<file path="src/rtl/key_event_filter_if.sv">
// key_event_filter_if
// Bundles the frame strobe and keycode input with the filtered key outputs.
// The design uses the slave modport. The keycode source / menu side uses master.
//   frame_clk  : ~60 Hz frame strobe, sampled as data
//   keycode    : raw 8-bit USB keycode, 8'h00 = no key
//   key_up     : one-cycle pulse per Up (8'h52) event
//   key_down   : one-cycle pulse per Down (8'h51) event
//   key_enter  : one-cycle pulse per Enter (8'h58) event
//   key_held   : level, high while a qualified key is held
//   last_key   : code of the most recent qualified key
interface key_event_filter_if;
  logic       frame_clk;
  logic [7:0] keycode;
  logic       key_up;
  logic       key_down;
  logic       key_enter;
  logic       key_held;
  logic [7:0] last_key;

  modport master (
    output frame_clk, keycode,
    input  key_up, key_down, key_enter, key_held, last_key
  );

  modport slave (
    input  frame_clk, keycode,
    output key_up, key_down, key_enter, key_held, last_key
  );
endinterface

</file>
<file path="src/rtl/key_event_filter.sv">
// key_event_filter
// Samples the raw keycode once per video frame, debounces it and turns a held
// Up/Down/Enter key into single-cycle press events. Up/Down optionally auto-repeat.
// Optional feature macro: KEYFILT_AUTOREPEAT_EN (defined = Up/Down auto-repeat).
// Ports:
//   Clk   : 50 MHz system clock, the only clock
//   Reset : synchronous active-high reset
//   kif   : key_event_filter_if.slave (frame_clk, keycode in; events, key_held, last_key out)
//
// state      | meaning
// -----------+-------------------------------------------------------------
// S_LOCKOUT  | after reset; wait for a no-key tick before accepting presses
// S_IDLE     | no valid key held
// S_DEBOUNCE | valid key seen, counting stable frames in cnt
// S_PRESSED  | first event fired; counting toward first repeat in rcnt
// S_REPEAT   | auto-repeating Up/Down every REPEAT_RATE frames
module key_event_filter #(
  parameter int STABLE_FRAMES = 2,
  parameter int REPEAT_DELAY  = 30,
  parameter int REPEAT_RATE   = 6
) (
  input  logic               Clk,
  input  logic               Reset,
  key_event_filter_if.slave  kif
);

  typedef enum logic [2:0] {
    S_LOCKOUT,
    S_IDLE,
    S_DEBOUNCE,
    S_PRESSED,
    S_REPEAT
  } state_t;

  localparam logic [7:0] KEY_UP    = 8'h52;
  localparam logic [7:0] KEY_DOWN  = 8'h51;
  localparam logic [7:0] KEY_ENTER = 8'h58;
  localparam logic [7:0] STABLE_C  = 8'(STABLE_FRAMES);

  state_t     r_state;
  logic       r_frame_d;
  logic       r_tick;
  logic [7:0] r_held;
  logic [7:0] r_cnt;
  logic       r_key_up;
  logic       r_key_down;
  logic       r_key_enter;
  logic       r_key_held;
  logic [7:0] r_last_key;

  logic       w_valid;
  logic       w_same;
  logic [7:0] w_cnt_inc;

  assign w_valid   = (kif.keycode == KEY_UP) || (kif.keycode == KEY_DOWN) ||
                     (kif.keycode == KEY_ENTER);
  assign w_same    = (kif.keycode == r_held);
  assign w_cnt_inc = (r_cnt == 8'hFF) ? 8'hFF : r_cnt + 8'd1;

`ifdef KEYFILT_AUTOREPEAT_EN
  localparam logic [7:0] REPEAT_DELAY_C = 8'(REPEAT_DELAY);
  localparam logic [7:0] REPEAT_RATE_C  = 8'(REPEAT_RATE);

  logic [7:0] r_rcnt;
  logic [7:0] w_rcnt_inc;
  logic       w_is_updown;

  assign w_rcnt_inc  = (r_rcnt == 8'hFF) ? 8'hFF : r_rcnt + 8'd1;
  assign w_is_updown = (r_held == KEY_UP) || (r_held == KEY_DOWN);
`else
  // Repeat timing has no effect when auto-repeat is compiled out.
  logic [15:0] w_unused_repeat_cfg;
  assign w_unused_repeat_cfg = {8'(REPEAT_DELAY), 8'(REPEAT_RATE)};
`endif

  always_ff @(posedge Clk) begin
    if (Reset) begin
      r_state     <= S_LOCKOUT;
      r_frame_d   <= 1'b0;
      r_tick      <= 1'b0;
      r_held      <= 8'h00;
      r_cnt       <= 8'h00;
      r_key_up    <= 1'b0;
      r_key_down  <= 1'b0;
      r_key_enter <= 1'b0;
      r_key_held  <= 1'b0;
      r_last_key  <= 8'h00;
`ifdef KEYFILT_AUTOREPEAT_EN
      r_rcnt      <= 8'h00;
`endif
    end else begin
      r_frame_d   <= kif.frame_clk;
      r_tick      <= kif.frame_clk & ~r_frame_d;
      r_key_up    <= 1'b0;
      r_key_down  <= 1'b0;
      r_key_enter <= 1'b0;

      if (r_tick) begin
        if (r_state == S_LOCKOUT) begin
          if (kif.keycode == 8'h00) r_state <= S_IDLE;
        end else if (r_state != S_IDLE && w_same) begin
          // Same key still held: advance whichever counter the state owns.
          case (r_state)
            S_DEBOUNCE: begin
              r_cnt <= w_cnt_inc;
              if (w_cnt_inc >= STABLE_C) begin
                {r_key_up, r_key_down, r_key_enter} <=
                  {r_held == KEY_UP, r_held == KEY_DOWN, r_held == KEY_ENTER};
                r_last_key <= r_held;
                r_key_held <= 1'b1;
                r_state    <= S_PRESSED;
`ifdef KEYFILT_AUTOREPEAT_EN
                r_rcnt     <= 8'h00;
`endif
              end
            end
`ifdef KEYFILT_AUTOREPEAT_EN
            S_PRESSED: begin
              if (w_is_updown && w_rcnt_inc == REPEAT_DELAY_C) begin
                {r_key_up, r_key_down, r_key_enter} <=
                  {r_held == KEY_UP, r_held == KEY_DOWN, 1'b0};
                r_last_key <= r_held;
                r_rcnt     <= 8'h00;
                r_state    <= S_REPEAT;
              end else begin
                r_rcnt <= w_rcnt_inc;
              end
            end
            S_REPEAT: begin
              if (w_rcnt_inc == REPEAT_RATE_C) begin
                {r_key_up, r_key_down, r_key_enter} <=
                  {r_held == KEY_UP, r_held == KEY_DOWN, 1'b0};
                r_last_key <= r_held;
                r_rcnt     <= 8'h00;
              end else begin
                r_rcnt <= w_rcnt_inc;
              end
            end
`endif
            default: ;
          endcase
        end else if (w_valid) begin
          // New valid key (from IDLE or a key change): restart debounce.
          r_held <= kif.keycode;
          r_cnt  <= 8'd1;
          if (STABLE_FRAMES == 1) begin
            {r_key_up, r_key_down, r_key_enter} <=
              {kif.keycode == KEY_UP, kif.keycode == KEY_DOWN, kif.keycode == KEY_ENTER};
            r_last_key <= kif.keycode;
            r_key_held <= 1'b1;
            r_state    <= S_PRESSED;
`ifdef KEYFILT_AUTOREPEAT_EN
            r_rcnt     <= 8'h00;
`endif
          end else begin
            r_key_held <= 1'b0;
            r_state    <= S_DEBOUNCE;
          end
        end else begin
          r_key_held <= 1'b0;
          r_state    <= S_IDLE;
        end
      end
    end
  end

  assign kif.key_up    = r_key_up;
  assign kif.key_down  = r_key_down;
  assign kif.key_enter = r_key_enter;
  assign kif.key_held  = r_key_held;
  assign kif.last_key  = r_last_key;

endmodule

</file>
<file path="src/flat_wrapper.sv">
// flat-port wrapper written by rule: the top's interface ports become plain ports
module key_event_filter_flat 
#(
  parameter int STABLE_FRAMES = 2,
  parameter int REPEAT_DELAY  = 30,
  parameter int REPEAT_RATE   = 6
)
  (Clk, Reset, kif_frame_clk, kif_keycode, kif_key_up, kif_key_down, kif_key_enter, kif_key_held, kif_last_key);
  key_event_filter_if kif_i ();
  input  logic Clk;
  input  logic Reset;
  input wire logic [$bits(kif_i.frame_clk)-1:0] kif_frame_clk;
  input wire logic [$bits(kif_i.keycode)-1:0] kif_keycode;
  output wire logic [$bits(kif_i.key_up)-1:0] kif_key_up;
  output wire logic [$bits(kif_i.key_down)-1:0] kif_key_down;
  output wire logic [$bits(kif_i.key_enter)-1:0] kif_key_enter;
  output wire logic [$bits(kif_i.key_held)-1:0] kif_key_held;
  output wire logic [$bits(kif_i.last_key)-1:0] kif_last_key;
  assign kif_i.frame_clk = kif_frame_clk;
  assign kif_i.keycode = kif_keycode;
  assign kif_key_up = kif_i.key_up;
  assign kif_key_down = kif_i.key_down;
  assign kif_key_enter = kif_i.key_enter;
  assign kif_key_held = kif_i.key_held;
  assign kif_last_key = kif_i.last_key;
  key_event_filter #(.STABLE_FRAMES(STABLE_FRAMES), .REPEAT_DELAY(REPEAT_DELAY), .REPEAT_RATE(REPEAT_RATE)) u_core (.Clk(Clk), .Reset(Reset), .kif(kif_i));
endmodule
</file>
<file path="config.mk">
export PLATFORM = sky130hd
export DESIGN_NAME = key_event_filter_flat
export DESIGN_NICKNAME = d
export VERILOG_FILES = /design/src/rtl/key_event_filter_if.sv /design/src/rtl/key_event_filter.sv /design/src/flat_wrapper.sv
export SDC_FILE = /design/constraint.sdc
export NUM_CORES = 1
export LEC_CHECK = 0
export CAP_MARGIN = 15
export CORE_MARGIN = 1
export CORE_UTILIZATION = 50
export CTS_CLUSTER_DIAMETER = 100
export DETAILED_ROUTE_END_ITERATION = 7
export PLACE_DENSITY = 0.83
export RECOVER_POWER = 100
export SYNTH_ARGS = -nofsm -noshare
export SYNTH_HDL_FRONTEND = slang
export SYNTH_SLANG_ARGS = --single-unit
</file>
<file path="constraint.sdc">
create_clock -name Clk -period 2.4 [get_ports Clk]
set_input_delay 0.48 -clock Clk [delete_from_list [all_inputs] [get_ports Clk]]
set_output_delay 0.48 -clock Clk [all_outputs]
set_load 0.01 [all_outputs]
</file>
==> results.py <==
metrics = {
    "status": {
        "status": "complete, but fails checks",
        "violations": "design-rule violations",
    },
    "yosys": {
        "netlist_area_um2": 1496,
        "ys_seq_area_share_pct": 42.81,
        "syn_nets": 179,
        "synth_flop_cell": "dfxtp_1",
        "synth_seq_cells": 32,
        "synth_cell_type_count": 41,
        "syn_inst": 167,
        "avgSynthCellArea_um2": 8.961,
        "yosys_warnings": 0,
        "synth-edff-count": 0,
        "synthArstFlopShare_pct": 0,
    },
    "global_route": {
        "grt_util_all_layers_pct": 23.66,
        "grt-ovfl-total": 0,
        "grt_pass1_wl_mm": 5.740,
        "antenna_found_initial": 0,
        "grt_pass1_vias": 1294,
        "grt_max_degree": 29,
    },
    "min_path": {
        "hold_class": "reg2reg",
    },
    "sta": {
        "setup_viol": 0,
        "hold_violations": 0,
        "maxSlewHeadroom_pct": 19.72,
        "finalCritPeriodShare_pct": 95.38,
        "whs_ps": 397.6,
        "fin_skew_ps": 3.188,
        "worstMarginPinSlew_ps": 1204,
        "setup_tns_ps": 0,
        "grt_setup_unrepaired": "false",
        "final_max_slew_viol_count": 0,
        "worst_slack_ps": 111.0,
        "max_freq_mhz": 436.9,
        "fin_crit_ps": 2289,
    },
    "placement": {
        "dpl_cell_area_um2": 1867,
        "gp_congestion": 0.8304,
        "port_buffers": 22,
        "hpwl_mm": 2.594,
        "place_ws_ps": -163.7,
    },
    "clock_tree": {
        "hold_buffers": 0,
        "cts_resized": 0,
        "cts-root-buf": "clkbuf_4",
        "insertion_delay_ps": 340,
        "htree_num_levels": 2,
        "clockBufferDepth": 2,
        "path_clk_slew_ps": 110,
        "cts_tree": "built",
        "clock_sinks": 32,
        "numCtsBuffers": 5,
        "cts_setup_buffers": 0,
    },
    "layout": {
        "n_fill_cell": 246,
        "drive_above_1_share_pct": 13.81,
        "multiInputGateArea_um2": 792.0,
        "final_cell_mix": "dfxtp_1 (32), nor2_1 (21), dlygate4sd3_1 (13), buf_4 (13), mux2i_1 (11)",
        "fin_util_pct": 68.02,
        "syn2layout_area_growth_pct": 27.51,
        "layout_commonest_cell": "dfxtp_1",
        "finalNetCount": 221,
        "final_area_um2": 1908,
        "antenna_cells": 0,
        "final-seq-area_um2": 640.6,
    },
    "critical_path": {
        "cp_data_arrival_time_ps": 2480,
        "path_class": "in2reg",
        "worst-path-max-fanout": 8,
        "crit_family": "simple AND/OR/NAND/NOR gates",
        "cpMaxStageDelayCell": "or4_1",
        "cp_num_buf_inv": 2,
        "slowest_delay_ps": 540,
        "crit_path_end_kind": "register",
        "startpoint_type": "input port",
        "cp.required_ps": 2590,
        "cp_cell_sequence": "clkdlybuf4s50_1, xnor2_1, nand4_1, or4_1, nand2b_4, clkbuf_2, mux2i_1, nor2_1",
    },
    "detailed_routing": {
        "drt_wl_total_mm": 3.446,
        "vias": 1362,
        "drtPass1Iterations": 6,
        "wl_per_cell_um": 14.30,
        "drc": 8,
        "drtIter0Drc": 52,
        "vias_per_cell": 5.651,
        "drtAntennaViolNets": 0,
    },
    "floorplan": {
        "fp.dieArea_um2": 3215,
        "initial_utilization_pct": 53.35,
        "ioPinCount": 23,
        "core_area_um2": 2805,
        "fp-row-count": 19,
        "die_w_um": 56.71,
        "die_y_um": 56.71,
    },
    "power": {
        "power.ir.vdd_worst_mv": 0.4281,
        "cellPowerDensity_nw_per_um2": 477.5,
        "power_leakage_uw": 0.0008239,
    },
    "flow_run": {
        "max_cap_viol_count": 0,
    },
}
==> synth_stat cells, types with 3 or more instances <==
| cell type | instances | area share, % |
|---|---|---|
| and2_1 | 4 | 1.7 |
| inv_1 | 6 | 1.5 |
| a31oi_1 | 3 | 1.3 |
| o21ai_0 | 7 | 2.3 |
| nor4_1 | 3 | 1.3 |
| nand3_1 | 5 | 1.7 |
| or4_1 | 3 | 1.5 |
| dfxtp_1 | 32 | 43 |
| nand4_1 | 4 | 1.7 |
| nand2_1 | 8 | 2.0 |
| nor2_1 | 21 | 5.3 |
| nor3_1 | 4 | 1.3 |
| nor2b_1 | 3 | 1.3 |
| mux2i_1 | 11 | 7.4 |
| a211o_1 | 3 | 1.8 |
| xnor2_1 | 9 | 5.3 |
| a21oi_1 | 6 | 2.0 |
| clkbuf_1 | 4 | 1.0 |
==> path summary, 6_finish.rpt <==
path,end,startpoint,slack (ps),cells after the start
max reg2reg,u_core.kif.last_key[2],u_core.r_held[7],340,7
max,u_core.kif.last_key[2],kif_keycode[6],110,8
min,u_core.r_tick,u_core.r_frame_d,400,1
min reg2reg,u_core.r_tick,u_core.r_frame_d,400,1
==> area by class of cell <==
cell class | instances | area share (%)
multi-input combinational | 122 | 41.51
inverter | 7 | 1.377
clock inverter | 3 | 1.246
tap | 31 | 2.033
clock buffer | 5 | 1.967
timing repair buffer | 41 | 18.30
sequential | 32 | 33.57
==> kinds of logic (layout without fill, tap and decap cells) <==
group / after synthesis / in the layout / share of synthesized area, %
AO/OA/AOI/OAI: 34 / 34 / 15.38
flip-flops: 32 / 32 / 42.81
XOR/XNOR: 10 / 10 / 5.853
AND/OR/NAND/NOR: 66 / 66 / 23.91
buffers and inverters: 13 / 56 / 3.845
adder cells (fa/ha/maj): 1 / 1 / 0.8360
multiplexers: 11 / 11 / 7.358
==> per-layer routing <==
metal	up-vias	wire length (µm)	GRT usage (%)
met2	38	1706	39.46
met3	7	187	6.912
met4	0	74	10.71
met5	-	0	0
li1	687	-	-
met1	630	1478	27.86
==> state kept, by name, indices dropped and copies added, names as in the netlist, 2 cells and up <==
signal	count
u_core.r_held	8
u_core.kif.last_key	8
u_core.r_cnt	8
u_core.r_state	2
==> through the flow <==
| step | cells | power, µW |
|---|---|---|
| final | 241 | 911.1 |
| after global routing | 241 | 950.1 |
| after CTS | 241 | 924.0 |
| after detailed placement | 233 | 603.6 |
| after global placement | 233 | 601.9 |
| after floorplan | 167 | 567.2 |
==> power breakdown <==
part	switching [µW]	leakage [µW]	total (µW)	internal [µW]
combinational	25.5	0.000538	55.9	30.4
sequential	1.48	0.000258	534	533
clock	206	0.0000274	321	115
Power figures use the tool's default switching activity.
